--- config.mk ---
export PLATFORM = sky130hd
export DESIGN_NAME = ro_puf_reader
export DESIGN_NICKNAME = d
export VERILOG_FILES = /design/src/rtl/ro_puf_reader.sv
export SDC_FILE = /design/constraint.sdc
export NUM_CORES = 1
export LEC_CHECK = 0
export CORE_ASPECT_RATIO = 2
export CORE_MARGIN = 8
export CORE_UTILIZATION = 55
export CTS_CLUSTER_DIAMETER = 200
export DETAILED_ROUTE_END_ITERATION = 12
export DONT_BUFFER_PORTS = 1
export PLACE_DENSITY = 0.75
export SYNTH_ARGS = -nofsm -noshare
export SYNTH_HDL_FRONTEND = slang
export SYNTH_SLANG_ARGS = --single-unit
--- constraint.sdc ---
create_clock -name clk -period 1.95 [get_ports clk]
set_input_delay 0.2925 -clock clk [delete_from_list [all_inputs] [get_ports clk]]
set_output_delay 0.2925 -clock clk [all_outputs]
set_load 0.005 [all_outputs]
--- src/rtl/ro_puf_reader.sv ---
// Ring-oscillator PUF reader: steps NBITS challenges onto the oscillator
// select lines, counts sampled rising edges of both selected oscillators over
// a fixed window, and packs one "A faster than B" bit per challenge.
//
// state     | meaning
// ----------+-------------------------------------------------------------
// S_IDLE    | waiting for start; outputs hold the last completed result
// S_SETTLE  | challenge just changed; counters held clear while muxes settle
// S_MEASURE | counting synchronized rising edges for exactly WINDOW cycles
// S_COMPARE | one cycle: record cnt_a > cnt_b, advance or finish
// S_DONE    | word complete; resp_valid high until the consumer takes it
module ro_puf_reader #(
  parameter int CHAL_W     = 4,
  parameter int NBITS      = 8,
  parameter int CNT_W      = 16,
  parameter int WINDOW     = 1024,
  parameter int SETTLE_CYC = 4
) (
  input  logic              clk,
  input  logic              rst_n,
  input  logic              start,
  input  logic [CHAL_W-1:0] chal_base,
  input  logic              osc_a,
  input  logic              osc_b,
  output logic [CHAL_W-1:0] challenge,
  output logic              busy,
  output logic              resp_valid,
  output logic [NBITS-1:0]  resp_data,
  input  logic              resp_ready
);

  localparam int KW   = (NBITS > 1) ? $clog2(NBITS) : 1;
  localparam int TMAX = (WINDOW > SETTLE_CYC) ? WINDOW : SETTLE_CYC;
  localparam int TW   = $clog2(TMAX + 1);

  typedef enum logic [2:0] {
    S_IDLE,
    S_SETTLE,
    S_MEASURE,
    S_COMPARE,
    S_DONE
  } state_t;

  state_t             state_q, state_d;
  logic [TW-1:0]      timer_q, timer_d;
  logic [KW-1:0]      k_q, k_d;
  logic [CHAL_W-1:0]  chal_q, chal_d;
  logic [CNT_W-1:0]   cnt_a_q, cnt_a_d;
  logic [CNT_W-1:0]   cnt_b_q, cnt_b_d;
  logic [NBITS-1:0]   data_q, data_d;
  logic               valid_q, valid_d;
  logic               busy_q, busy_d;
  logic [2:0]         sync_a_q, sync_b_q;
  logic               edge_a, edge_b;

  // Oscillator synchronizers: two metastability flops plus one history flop
  always_ff @(posedge clk or negedge rst_n) begin
    if (!rst_n) begin
      sync_a_q <= '0;
      sync_b_q <= '0;
    end else begin
      sync_a_q <= {sync_a_q[1:0], osc_a};
      sync_b_q <= {sync_b_q[1:0], osc_b};
    end
  end

  assign edge_a = sync_a_q[1] & ~sync_a_q[2];
  assign edge_b = sync_b_q[1] & ~sync_b_q[2];

  // Controller and datapath registers
  always_ff @(posedge clk or negedge rst_n) begin
    if (!rst_n) begin
      state_q <= S_IDLE;
      timer_q <= '0;
      k_q     <= '0;
      chal_q  <= '0;
      cnt_a_q <= '0;
      cnt_b_q <= '0;
      data_q  <= '0;
      valid_q <= 1'b0;
      busy_q  <= 1'b0;
    end else begin
      state_q <= state_d;
      timer_q <= timer_d;
      k_q     <= k_d;
      chal_q  <= chal_d;
      cnt_a_q <= cnt_a_d;
      cnt_b_q <= cnt_b_d;
      data_q  <= data_d;
      valid_q <= valid_d;
      busy_q  <= busy_d;
    end
  end

  // Next-state and datapath updates
  always_comb begin
    state_d = state_q;
    timer_d = timer_q;
    k_d     = k_q;
    chal_d  = chal_q;
    cnt_a_d = cnt_a_q;
    cnt_b_d = cnt_b_q;
    data_d  = data_q;
    valid_d = valid_q;
    busy_d  = busy_q;

    case (state_q)
      S_IDLE: begin
        if (start) begin
          chal_d  = chal_base;
          k_d     = '0;
          data_d  = '0;
          timer_d = TW'(SETTLE_CYC - 1);
          busy_d  = 1'b1;
          state_d = S_SETTLE;
        end
      end

      S_SETTLE: begin
        cnt_a_d = '0;
        cnt_b_d = '0;
        if (timer_q == '0) begin
          timer_d = TW'(WINDOW - 1);
          state_d = S_MEASURE;
        end else begin
          timer_d = timer_q - 1'b1;
        end
      end

      S_MEASURE: begin
        if (edge_a && (cnt_a_q != '1)) cnt_a_d = cnt_a_q + 1'b1;
        if (edge_b && (cnt_b_q != '1)) cnt_b_d = cnt_b_q + 1'b1;
        if (timer_q == '0) begin
          state_d = S_COMPARE;
        end else begin
          timer_d = timer_q - 1'b1;
        end
      end

      S_COMPARE: begin
        data_d[k_q] = (cnt_a_q > cnt_b_q);
        if (k_q == KW'(NBITS - 1)) begin
          state_d = S_DONE;
        end else begin
          k_d     = k_q + 1'b1;
          chal_d  = chal_q + 1'b1;
          timer_d = TW'(SETTLE_CYC - 1);
          state_d = S_SETTLE;
        end
      end

      S_DONE: begin
        // The word settles in the register one cycle before it is offered,
        // so resp_data is already stable on the cycle resp_valid rises.
        if (!valid_q) begin
          valid_d = 1'b1;
          busy_d  = 1'b0;
        end else if (resp_ready) begin
          valid_d = 1'b0;
          state_d = S_IDLE;
        end
      end

      default: state_d = S_IDLE;
    endcase
  end

  assign challenge  = chal_q;
  assign busy       = busy_q;
  assign resp_valid = valid_q;
  assign resp_data  = data_q;

endmodule

# Word level (Yosys, flattened, before mapping)
# Cells that the tools add are included.
[op_classes]
n_addsub = 5
multipliers = 0
n_div = 0
magnitude_cmp = 3
eq_ne = 17
shift = 0
muxes = 32
bitwise = 4
reduce_logical = 16
[op_table]
columns = ["operator", "count"]
rows = [
  ["16-bit case mux with 2 select lines", 2],
  ["11-bit two-way mux", 4],
  ["11-bit case mux with 4 select lines", 1],
  ["16-bit by 1-bit adder with 16-bit output, second input constant", 2],
  ["16-bit two-way mux", 2],
  ["16-bit inequality test, second input constant", 2],
  ["3-bit two-way mux", 8],
  ["2-bit inequality test, second input constant", 10],
  ["16-bit greater-than comparator", 1],
  ["8-bit case mux with 2 select lines", 1],
  ["3-bit case mux with 5 select lines", 1],
  ["11-bit logical NOT", 1],
  ["11-bit by 1-bit subtractor with 11-bit output, second input constant", 1],
  ["8-bit bitwise mux", 1],
  ["4-bit two-way mux", 2],
  ["8-bit two-way mux", 1],
  ["4-bit case mux with 2 select lines", 1],
  ["3-bit by 2-bit equality test with 1-bit output, second input constant", 2],
  ["3-bit equality test, second input constant", 2],
  ["3-bit case mux with 2 select lines", 1],
  ["2-bit AND reduction", 3],
  ["3-bit AND reduction", 2],
  ["2-bit nonzero test", 3],
  ["1-bit two-way mux", 5],
  ["14 further kinds", 18],
]
[word_totals]
reg_bits = 69
latchBits = 0
mem_bits_rw = 0
rom_bits = 0
inputBits = 10
out_inout_bits = 14
wordCells = 88
mem_count = 0

# Depth between registers and ports, before layout
[depth]
word_depth = 6
depth_mapped = 7
ltp_nobuf = 7

# Worst setup path before layout
# No wires, ideal clock.
[synth_timing]
kind = "reg2reg"
from = "register cnt_a_q[1]"
to = "register data_q[0] (netlist: resp_data[0])"
setup_time_ns = 0.157
arrival_ns = 1.829
required_time_ns = 1.793
slack_ns = -0.036
path_stages_with_launch = 7
path_buffers = 0
period_less_slack_ns = 1.986
path_cell_list = "dfrtp_1 ha_1 nor2b_1 o211ai_1 a21boi_0 nor4_1 o21ai_0"
[synth_via]
elab_chain_len = 3
[synth_rtl]
columns = ["element", "line_no", "rtl"]
rows = [
  ["start: declaration", "48", "logic [CNT_W-1:0] cnt_a_q, cnt_a_d;"],
  ["start signal: assignment", "87", "cnt_a_q <= cnt_a_d;"],
  ["16-bit greater-than comparator", "141", "data_d[k_q] = (cnt_a_q > cnt_b_q);"],
  ["8-bit bitwise mux", "141", ""],
  ["8-bit case mux with 2 select lines", "107", "case (state_q)"],
  ["end signal: assignment", "89", "data_q <= data_d;"],
  ["end: declaration", "50", "logic [NBITS-1:0] data_q, data_d;"],
]
# Every way passes these cells.
# A chain may end at the register's enable or synchronous reset.

# Worst setup path in the final report
[layout_timing]
from = "register cnt_b_q[11]"
to = "register cnt_b_q[9]"
[layout_via]
elab_chain_len = 4
[layout_rtl]
columns = ["element", "line_no", "rtl"]
rows = [
  ["start: declaration", "49", "logic [CNT_W-1:0] cnt_b_q, cnt_b_d;"],
  ["start signal: assignment", "88", "cnt_b_q <= cnt_b_d;"],
  ["16-bit inequality test", "132", "if (edge_b && (cnt_b_q != '1)) cnt_b_d = cnt_b_q + 1'b1;"],
  ["1-bit logical AND", "132", ""],
  ["2-bit inequality test (no line)", "--", ""],
  ["2-bit AND reduction (no line)", "--", ""],
]
# Every way passes these cells.

==> run summary <==
io pins: 24
total grt overflow: 0
pwr dens: 896.0 nW/um2
Reg2Reg Depth: 7
fin crit share: 101.6%
Final Hold Viols: 0
Die X: 76.45 um
Initial DRC Count: 318
clk buf depth: 2
Worst Hold Slack: 0.1375 ns
# fillers: 510
Area Overhead vs Synth: 31.44%
post-synthesis cell count: 436
peak supply drop: 0.9276 mV
Clock Skews: 0.006479 ns
CP Max Fanout: 6
capture point of the worst reg-to-reg path: cnt_b_q[9]$_DFFE_PN0P_
wire per inst: 16.69 um
Yosys warning total: 0
Leakage: 2.306 nW
worst path required time: 2.20 ns
IO Port Bufs: 0
syn nets: 469
Seq/Total Area, Yosys: 42.96%
crit path kind: reg2reg
via density per instance: 5.931
Max Transition Viols Final: 0
Startpoint Class: register
GP Congestion: 0.8297
Netlist cell types: 62
first-pass GRT wire length: 16710 um
FMAX: 504.6 MHz
Skew-Pair Late Insertion Delay: 0.33 ns
WL final: 10380 um
dominant synthesized flop cell: dfrtp_1
failing checks: setup timing
number of global-route vias before repair: 3562
Setup TNS: -0.05255 ns
cts bufs inserted: 9
mean post-synth cell area: 9.218 um2
RSZ-0062 raised after global routing: true
Post-synth ARST share: 100.0%
synthesized area: 4019 um2
relative slew slack: 63.14%
NumNets Final: 558
setup ws final: -0.03180 ns
Finish-stage setup viols: 3
CP arrival: 2.24 ns
type of the most critical hold path: in2reg
share of layout cells above drive strength 1: 27.92%
commonest non-fill, non-tap cell in the layout: buf_4
Post-DRT Antenna Nets: 0
Critical Path Sink: cnt_b_q[9]$_DFFE_PN0P_
die area: 10460 um2
Worst-Margin Slew: 0.5529 ns
Root Buffer: clkbuf_16
commonest non-fill, non-tap cells in the layout: buf_4 (79), dfrtp_1 (69), nand2_1 (44)
CP cell instances: buf_6 -> and4_4 -> and4_4 -> a311o_2 -> buf_6 -> or3_1 -> a21oi_1
CTS clk-pin slew, worst paths: 0.06 ns
CTS tree: yes
dpl cells: 579
Initial DRT Pass Iterations: 4
number of flops mapped to enable cells by yosys: 0
Initial Util: 56.15%
CP max-delay cell: a311o_2
source of the critical timing path: cnt_b_q[11]$_DFFE_PN0P_
Global Route Usage Sum: 19.69%
die height: 136.9 um
Yosys reg bits: 69
drt drc: 0
status: finished with violations
Vias: 3689
initial antenna violation count: 0
number of diodes: 0
Final Critical Period: 1.982 ns
slowest cell delay on critical path: 0.45 ns
Final Instance Count excl. Fillers: 622
R2R setup slack: -0.03 ns
largest net degree at the start of global routing: 70
reg2reg start: cnt_b_q[11]$_DFFE_PN0P_
CORE AREA: 7157 um2
kind of end point of the critical path: register
H-tree Lvls: 3
Core Rows: 44
DP Wirelength: 6842 um
Max Cap Viol: 0
CTS Sinks: 69
[critical path: cells and delay by family (launching register included)]
kind / cells / cell delay (ns)
simple gates: 3 / 0.66
compound gates: 2 / 0.59
flops: 1 / 0.39
buf+inv: 2 / 0.27
[per-layer routing]
metal	vias up	routed length [um]	global-route usage (%)
met3	12	559	4.605
met5	-	0	0
li1	1780	-	-
met1	1791	4294	23.57
met2	106	5378	33.25
met4	0	149	7.974
[worst min-delay path by stage]
stage                  from  depth (start not counted)  slack, ns                        to
2_1_floorplan         rst_n                          0     -0.003          busy$_DFFE_PN0P_
3_3_place_gp          rst_n                          0    -0.0004    cnt_a_q[7]$_DFFE_PN0P_
3_5_place_dp          rst_n                          0    0.00006   cnt_a_q[12]$_DFFE_PN0P_
4_1_cts        chal_base[0]                          2       0.14  challenge[0]$_DFFE_PN0P_
5_1_grt          resp_ready                          2       0.15    resp_valid$_DFFE_PN0N_
6_report       chal_base[1]                          2       0.14  challenge[1]$_DFFE_PN0P_
[stage by stage]
stage / power [mW] / setup WS, ns / cell area (um2) / utilization [%]
floorplan: 2.532 / 0.001955 / 4025 / -
global placement: 2.909 / -0.1302 / 4582 / 64.02
finish: 4.733 / -0.03180 / 5283 / 73.81
global route: 4.994 / -0.07889 / 5283 / 73.81
detailed placement: 2.957 / -0.2793 / 4582 / 64.02
CTS: 4.660 / -0.02945 / 5052 / 70.59
[cell families after synthesis]
group	count (synthesis)	share of synthesized area (%)
adders and majority gates	23	7.161
buffers and inverters	38	4.172
DFF	69	42.96
AOI/OAI and AO/OA	114	18.28
and+or+nand+nor	175	23.63
muxes	3	0.7472
xor gates and xnor gates	14	3.051
[cell usage after synthesis (4+ instances only)]
library cell | n | area [um2]
nand2b_1 | 7 | 43.79
ha_1 | 23 | 287.8
and2_1 | 5 | 31.28
and3_1 | 7 | 43.79
or4_1 | 6 | 45.04
nor4_1 | 4 | 25.02
inv_1 | 23 | 86.33
or3_1 | 6 | 37.54
nor2b_1 | 4 | 25.02
o211ai_1 | 10 | 75.07
nand4_1 | 8 | 50.05
nor3_1 | 7 | 35.03
nor2_1 | 32 | 120.1
o21ai_0 | 27 | 135.1
a21oi_1 | 34 | 170.2
o31ai_1 | 5 | 37.54
o22a_1 | 8 | 70.07
nand2_1 | 45 | 168.9
a21o_1 | 4 | 30.03
xnor2_1 | 7 | 61.31
nand3_1 | 22 | 110.1
dfrtp_1 | 69 | 1727
xor2_1 | 7 | 61.31
clkbuf_1 | 8 | 30.03
o22ai_1 | 6 | 37.54
[where the power goes]
group          total [mW]  internal, mW  switching, mW
Clock                1.61          1.02          0.598
Sequential           1.89          1.68          0.210
Combinational        1.23         0.613          0.621
Total                4.73          3.30           1.43
[sequential cells by signal, summed over array words and instances (netlist names)]
| name | flops |
|---|---|
| challenge | 4 |
| timer_q | 11 |
| k_q | 3 |
| resp_data | 8 |
| cnt_a_q | 16 |
| sync_a_q | 3 |
| cnt_b_q | 16 |
| resp_valid | 1 |
| busy | 1 |
| sync_b_q | 3 |
| state_q | 3 |
[final cells by class]
type / instances / area, um2 / share of cell area (%)
clock buffer: 11 / 242.7 / 4.595
clock inverter: 5 / 50.05 / 0.9474
inverter: 23 / 86.33 / 1.634
multi-input combinational: 330 / 2298 / 43.51
sequential: 69 / 1727 / 32.69
tap: 92 / 115.1 / 2.179
timing repair buffer: 92 / 763.2 / 14.45
[what timing repair did]
item | CTS | global route
endpoints found under the setup margin | 21 | 38
gates resized for setup | 14 | 31
hold endpoints to repair | 71 | 0
gates cloned | 0 | 2
pin swaps | 8 | 8
buffers inserted | 10 | 11
hold buffers | 4 | 0
Note: power is estimated with default switching activity, not from simulation.
